$ cat config.mk
export PLATFORM = sky130hd
export DESIGN_NAME = voice_allocator
export DESIGN_NICKNAME = d
export VERILOG_FILES = /design/src/rtl/voice_allocator.sv
export SDC_FILE = /design/constraint.sdc
export NUM_CORES = 1
export LEC_CHECK = 0
export CAP_MARGIN = 20
export CELL_PAD_IN_SITES_DETAIL_PLACEMENT = 0
export CELL_PAD_IN_SITES_GLOBAL_PLACEMENT = 1
export CORE_ASPECT_RATIO = 1.5
export CORE_UTILIZATION = 35
export CTS_BUF_LIST = sky130_fd_sc_hd__clkbuf_16
export DETAILED_ROUTE_END_ITERATION = 16
export PLACE_DENSITY_LB_ADDON = 0.15
export SLEW_MARGIN = 20
export SYNTH_ARGS = -nofsm -noshare
export SYNTH_HDL_FRONTEND = slang
export SYNTH_SLANG_ARGS = --single-unit
export TNS_END_PERCENT = 20
$ cat constraint.sdc
create_clock -name clk -period 5.45 [get_ports clk]
set_input_delay 0.8175 -clock clk [delete_from_list [all_inputs] [get_ports clk]]
set_output_delay 0.8175 -clock clk [all_outputs]
set_load 0.05 [all_outputs]
$ cat src/rtl/voice_allocator.sv
// rtl/voice_allocator.sv - polyphonic voice allocator with retrigger, free-voice and oldest-voice stealing
module voice_allocator #(
  parameter int NUM_VOICES = 4,
  parameter int FCW_W      = 32,
  parameter int AGE_W      = 4
) (
  input  logic                        clk,
  input  logic                        reset,
  input  logic                        ev_valid,
  output logic                        ev_ready,
  input  logic                        ev_on,
  input  logic [6:0]                  ev_note,
  input  logic [FCW_W-1:0]            ev_fcw,
  output logic [NUM_VOICES*FCW_W-1:0] voice_fcw,
  output logic [NUM_VOICES-1:0]       voice_gate,
  output logic [NUM_VOICES-1:0]       voice_trig,
  output logic                        steal
);

  localparam int IDX_W = (NUM_VOICES > 1) ? $clog2(NUM_VOICES) : 1;
  localparam logic [AGE_W-1:0] AGE_ONE = AGE_W'(1);
  localparam logic [AGE_W-1:0] AGE_MAX = '1;

  typedef enum logic {IDLE, DECIDE} state_t;

  state_t                  state_q, state_d;
  logic                    lat_on_q, lat_on_d;
  logic [6:0]              lat_note_q, lat_note_d;
  logic [FCW_W-1:0]        lat_fcw_q, lat_fcw_d;

  logic [FCW_W-1:0]        vfcw_q  [NUM_VOICES];
  logic [FCW_W-1:0]        vfcw_d  [NUM_VOICES];
  logic [6:0]              vnote_q [NUM_VOICES];
  logic [6:0]              vnote_d [NUM_VOICES];
  logic [AGE_W-1:0]        vage_q  [NUM_VOICES];
  logic [AGE_W-1:0]        vage_d  [NUM_VOICES];
  logic [NUM_VOICES-1:0]   gate_q, gate_d;
  logic [NUM_VOICES-1:0]   trig_q, trig_d;
  logic                    steal_q, steal_d;

  logic                    hit_found, free_found;
  logic [IDX_W-1:0]        hit_idx, free_idx, old_idx, tgt_idx;
  logic [AGE_W-1:0]        old_age;

  assign ev_ready   = (state_q == IDLE);
  assign voice_gate = gate_q;
  assign voice_trig = trig_q;
  assign steal      = steal_q;

  for (genvar g = 0; g < NUM_VOICES; g++) begin : g_pack
    assign voice_fcw[g*FCW_W +: FCW_W] = vfcw_q[g];
  end

  // Target selection: retrigger match first, then lowest free voice, then oldest voice
  always_comb begin
    hit_found  = 1'b0;
    hit_idx    = '0;
    free_found = 1'b0;
    free_idx   = '0;
    for (int i = NUM_VOICES - 1; i >= 0; i--) begin
      if (gate_q[i] && (vnote_q[i] == lat_note_q)) begin
        hit_found = 1'b1;
        hit_idx   = i[IDX_W-1:0];
      end
      if (!gate_q[i]) begin
        free_found = 1'b1;
        free_idx   = i[IDX_W-1:0];
      end
    end
    old_idx = '0;
    old_age = vage_q[0];
    for (int i = 1; i < NUM_VOICES; i++) begin
      if (vage_q[i] > old_age) begin
        old_age = vage_q[i];
        old_idx = i[IDX_W-1:0];
      end
    end
    if (hit_found)       tgt_idx = hit_idx;
    else if (free_found) tgt_idx = free_idx;
    else                 tgt_idx = old_idx;
  end

  // FSM next state, event latch and voice table commit during DECIDE
  always_comb begin
    state_d    = state_q;
    lat_on_d   = lat_on_q;
    lat_note_d = lat_note_q;
    lat_fcw_d  = lat_fcw_q;
    vfcw_d     = vfcw_q;
    vnote_d    = vnote_q;
    vage_d     = vage_q;
    gate_d     = gate_q;
    trig_d     = '0;
    steal_d    = 1'b0;
    case (state_q)
      IDLE: begin
        if (ev_valid) begin
          state_d    = DECIDE;
          lat_on_d   = ev_on;
          lat_note_d = ev_note;
          lat_fcw_d  = ev_fcw;
        end
      end
      DECIDE: begin
        state_d = IDLE;
        if (lat_on_q) begin
          steal_d         = !hit_found && !free_found;
          trig_d[tgt_idx] = 1'b1;
          for (int i = 0; i < NUM_VOICES; i++) begin
            if (tgt_idx == i[IDX_W-1:0]) begin
              vfcw_d[i]  = lat_fcw_q;
              vnote_d[i] = lat_note_q;
              vage_d[i]  = '0;
              gate_d[i]  = 1'b1;
            end else if (gate_q[i] && (vage_q[i] != AGE_MAX)) begin
              vage_d[i] = vage_q[i] + AGE_ONE;
            end
          end
        end else begin
          for (int i = 0; i < NUM_VOICES; i++) begin
            if (gate_q[i] && (vnote_q[i] == lat_note_q)) gate_d[i] = 1'b0;
          end
        end
      end
      default: state_d = IDLE;
    endcase
  end

  // State registers with synchronous reset that also drops any pending event
  always_ff @(posedge clk) begin
    if (reset) begin
      state_q    <= IDLE;
      lat_on_q   <= 1'b0;
      lat_note_q <= '0;
      lat_fcw_q  <= '0;
      vfcw_q     <= '{default: '0};
      vnote_q    <= '{default: '0};
      vage_q     <= '{default: '0};
      gate_q     <= '0;
      trig_q     <= '0;
      steal_q    <= 1'b0;
    end else begin
      state_q    <= state_d;
      lat_on_q   <= lat_on_d;
      lat_note_q <= lat_note_d;
      lat_fcw_q  <= lat_fcw_d;
      vfcw_q     <= vfcw_d;
      vnote_q    <= vnote_d;
      vage_q     <= vage_d;
      gate_q     <= gate_d;
      trig_q     <= trig_d;
      steal_q    <= steal_d;
    end
  end

endmodule

==> flow_metrics.env <==
export IMPL_relSlewSlack_pct=30.0
export IMPL_cap_viol_max_count=0
export IMPL_ir_worst_vdd_mv=0.213
export IMPL_final_nets=1161
export IMPL_die_y_um=199
export IMPL_cts_sinks=222
export IMPL_cp_arrival_ns=5.54
export IMPL_yosysTopAreaCellShare_pct=49.3
export IMPL_crit_buf_inv=5
export IMPL_root_buffer="clkbuf_16"
export IMPL_ys_seq_area_share_pct=49.3
export IMPL_synth_area_leader_cell="dfxtp_1"
export IMPL_fmax_ghz=0.194
export IMPL_grt_usage_pct=18.8
export IMPL_finalWorstSetupSlack_ns=0.284
export IMPL_worst_slew_pin_slew_ns=1.05
export IMPL_setup_viol=0
export IMPL_hold_path_startpoint="voice_fcw[78]"
export IMPL_hold_depth=2
export IMPL_worstReg2RegStart="vage_q[13]"
export IMPL_synth_seq_cells=222
export IMPL_worst_hold_slack_ns=0.491
export IMPL_hold_viol_final=0
export IMPL_switching_share_pct=23.6
export IMPL_slowest_stage="a2111oi_4"
export IMPL_crit_type="reg -> reg"
export IMPL_fp_dieArea_um2=26400
export IMPL_cts_inserted_buffers=24
export IMPL_reg2reg_setup_slack_ns=0.28
export IMPL_clk_pin_slew_ns=0.06
export IMPL_p_int_mw=2.51
export IMPL_start_kind="flop"
export IMPL_yosysMostFrequentCell="dfxtp_1"
export IMPL_clock_latency_ns=0.52
export IMPL_antenna_found_initial=0
export IMPL_leakagePower_nw=5.19
export IMPL_rows=71
export IMPL_dr_pass1_iters=4
export IMPL_syn_avg_cell_area_um2=9.69
export IMPL_path_cells="inv_1, ha_1, nor2b_1, o21ai_0, a21oi_1, buf_4, mux2i_4, ha_1, and3b_4, a2111oi_4, or2_4, o21ai_0, ha_1, buf_4, a2111oi_4, o221ai_2, a311oi_4, or2_4, nand4_1, buf_4, bufbuf_16, mux2i_1, nor2_1"
export IMPL_r2r_end="vnote_q[18]"
export IMPL_ys_warn_count=0
export IMPL_cp_required_ns=5.82
export IMPL_start_util_pct=35.8
export IMPL_drive_gt1_share_pct=7.98
export IMPL_core_area_um2=25200
export IMPL_viasPerCell=4.84
export IMPL_crit_path_end_kind="flop"
export IMPL_die_x_um=133
export IMPL_synth_area_top_cells="dfxtp_1, mux2i_1, nor2_1, nand2_1, a21oi_1"
export IMPL_finalMaxSlewViolations=0
export IMPL_cts_tree="yes"
export IMPL_reg2regPathDepth=23
export IMPL_syn_nets=990
export IMPL_grt_max_degree=133
export IMPL_via_count=6978
export IMPL_cts_buffer_depth=3
export IMPL_fill_cells=2486
export IMPL_worst_hold_path_type="reg -> reg"
export IMPL_dp_hpwl_mm=16.3
export IMPL_seqPwrFrac_pct=51.1
export IMPL_finalCritPeriodShare_pct=94.8
export IMPL_period_needed_ns=5.17
export IMPL_num_antenna_cells=0
export IMPL_grt_overflow_total=0
export IMPL_finClkSkew_ns=0.0147
export IMPL_detail_route_wirelength_mm=24.9
export IMPL_syn_area_um2=9020
export IMPL_min_to="voice_fcw[78]"
export IMPL_synth_edff_count=0
export IMPL_synth_commonest_cells="dfxtp_1, nor2_1, mux2i_1"
export IMPL_powerDensity_nw_per_um2=275
export IMPL_drc_errors=0
export IMPL_switchingPower_mw=0.775
export IMPL_dpl_worst_slack_ns=-0.0127
export IMPL_drt_iter0_markers=276
export IMPL_critical_path_max_stage_delay_ns=0.40
export IMPL_io_buffers=180
export IMPL_clkPwrFrac_pct=43.8
export IMPL_grt_pass1_wl_mm=39.3
export IMPL_synth_distinct_cells=57
export IMPL_cp_max_fo=20
export IMPL_setup_tns_ns=0
export IMPL_grt_pass1_vias=7076
export IMPL_gp_congestion=0.808
export IMPL_synthFlopType="dfxtp_1"
export IMPL_status="finished clean"
export IMPL_critPathTopFamily="compound AO/OA/AOI/OAI gates"
export IMPL_critical_path_startpoint="vage_q[13]"
export IMPL_ctsHoldBuffers=0
export IMPL_postRouteAntennaNets=0
export IMPL_synthArstFlopShare_pct=0
export IMPL_htreeDepth=1
export IMPL_area_growth_pct=32.1
export IMPL_routedWlPerCell_um=17.2
export IMPL_ios=181
export IMPL_combPwrFrac_pct=5.1
export IMPL_synthCells=931
-- cell type report --
| class | instances | area (um^2) | area share (%) |
|---|---|---|---|
| Inverter | 15 | 56.3 | 0.472 |
| Multi-Input combinational cell | 634 | 4230 | 35.5 |
| Timing Repair Buffer | 205 | 2090 | 17.5 |
| Tap cell | 328 | 410 | 3.44 |
| Clock inverter | 15 | 77.6 | 0.651 |
| Clock buffer | 24 | 601 | 5.04 |
| Sequential cell | 222 | 4450 | 37.4 |
-- metrics by stage --
| stage | area, um^2 | power, mW | instances | util, % |
|---|---|---|---|---|
| after floorplan | 9020 | 1.81 | 931 | - |
| after global placement | 11100 | 1.88 | 1394 | 43.9 |
| after detailed placement | 11100 | 1.88 | 1394 | 43.9 |
| after CTS | 11800 | 3.33 | 1436 | 46.8 |
| after global routing | 11900 | 3.41 | 1443 | 47.2 |
| final | 11900 | 3.28 | 1443 | 47.2 |
-- power groups by stage --
| stage | Clock [mW] | Combinational [mW] | Sequential [mW] |
|---|---|---|---|
| 2_1_floorplan | 0 | 0.108 | 1.70 |
| 3_3_place_gp | 0 | 0.166 | 1.72 |
| 3_5_place_dp | 0 | 0.166 | 1.72 |
| 4_1_cts | 1.49 | 0.167 | 1.68 |
| 5_1_grt | 1.55 | 0.184 | 1.68 |
| 6_report | 1.44 | 0.166 | 1.68 |
-- tightest hold or removal path, delay by kind of cell (launching register included) --
| family | cells | cell delay (ns) |
|---|---|---|
| AND/OR/NAND/NOR | 1 | 0.07 |
| multiplexers | 1 | 0.07 |
| flip-flops | 1 | 0.32 |
-- sequential cells by signal (all words and copies together) (netlist names) --
signal / cells
vage_q: 16
steal: 1
voice_trig: 4
voice_fcw: 128
lat_note_q: 7
voice_gate: 4
lat_fcw_q: 32
vnote_q: 28
lat_on_q: 1
state_q: 1
-- placed cells by master, fill, tap and decap left out, drive strengths merged, types with 10 or more instances in the layout --
cell type,netlist,final
clkdlybuf4s50,0,179
a21oi,56,56
clkbuf,31,24
mux2i,159,159
nand3,14,14
ha,16,16
xnor2,16,16
dfxtp,222,222
o21ai,17,17
buf,29,25
xor2,12,12
nand4,10,10
nand2,93,93
nor2,176,176
inv,15,22
-- layer usage --
metal	global-route usage [%]	part of all wire (%)	vias to the layer above
met5	0	0	-
met4	5.35	2.2	0
met3	4.08	4.9	28
met2	35.0	52	129
met1	21.2	41	3334
li1	-	-	3487
-- kinds of logic (layout without fill, tap and decap cells) --
family	count (synthesis)	count (layout)	share of synthesized area, %
AOI/OAI and AO/OA	104	104	7.96
xor gates and xnor gates	28	28	2.72
adders and majority gates	16	16	2.22
buffers and inverters	75	259	4.65
DFF	222	222	49.3
muxes	163	163	18.1
and+or+nand+nor	323	323	15.1
-- worst max-delay path by stage --
stage                               end  slack [ns]  cells past startpoint
after floorplan            voice_fcw[0]        0.25                     22
after global placement     voice_fcw[1]        0.11                     23
after detailed placement  voice_fcw[55]       -0.01                     22
after CTS                 voice_fcw[40]        0.03                     24
after global routing      voice_fcw[52]       -0.05                     24
final                       vnote_q[18]        0.28                     23
-- repair_timing --
item	CTS	global route
cloned	1	0
setup endpoints to repair	35	131
buffers inserted	2	7
pin swaps	0	7
resized for setup	1	14
Note: power is estimated with default switching activity, not from simulation.
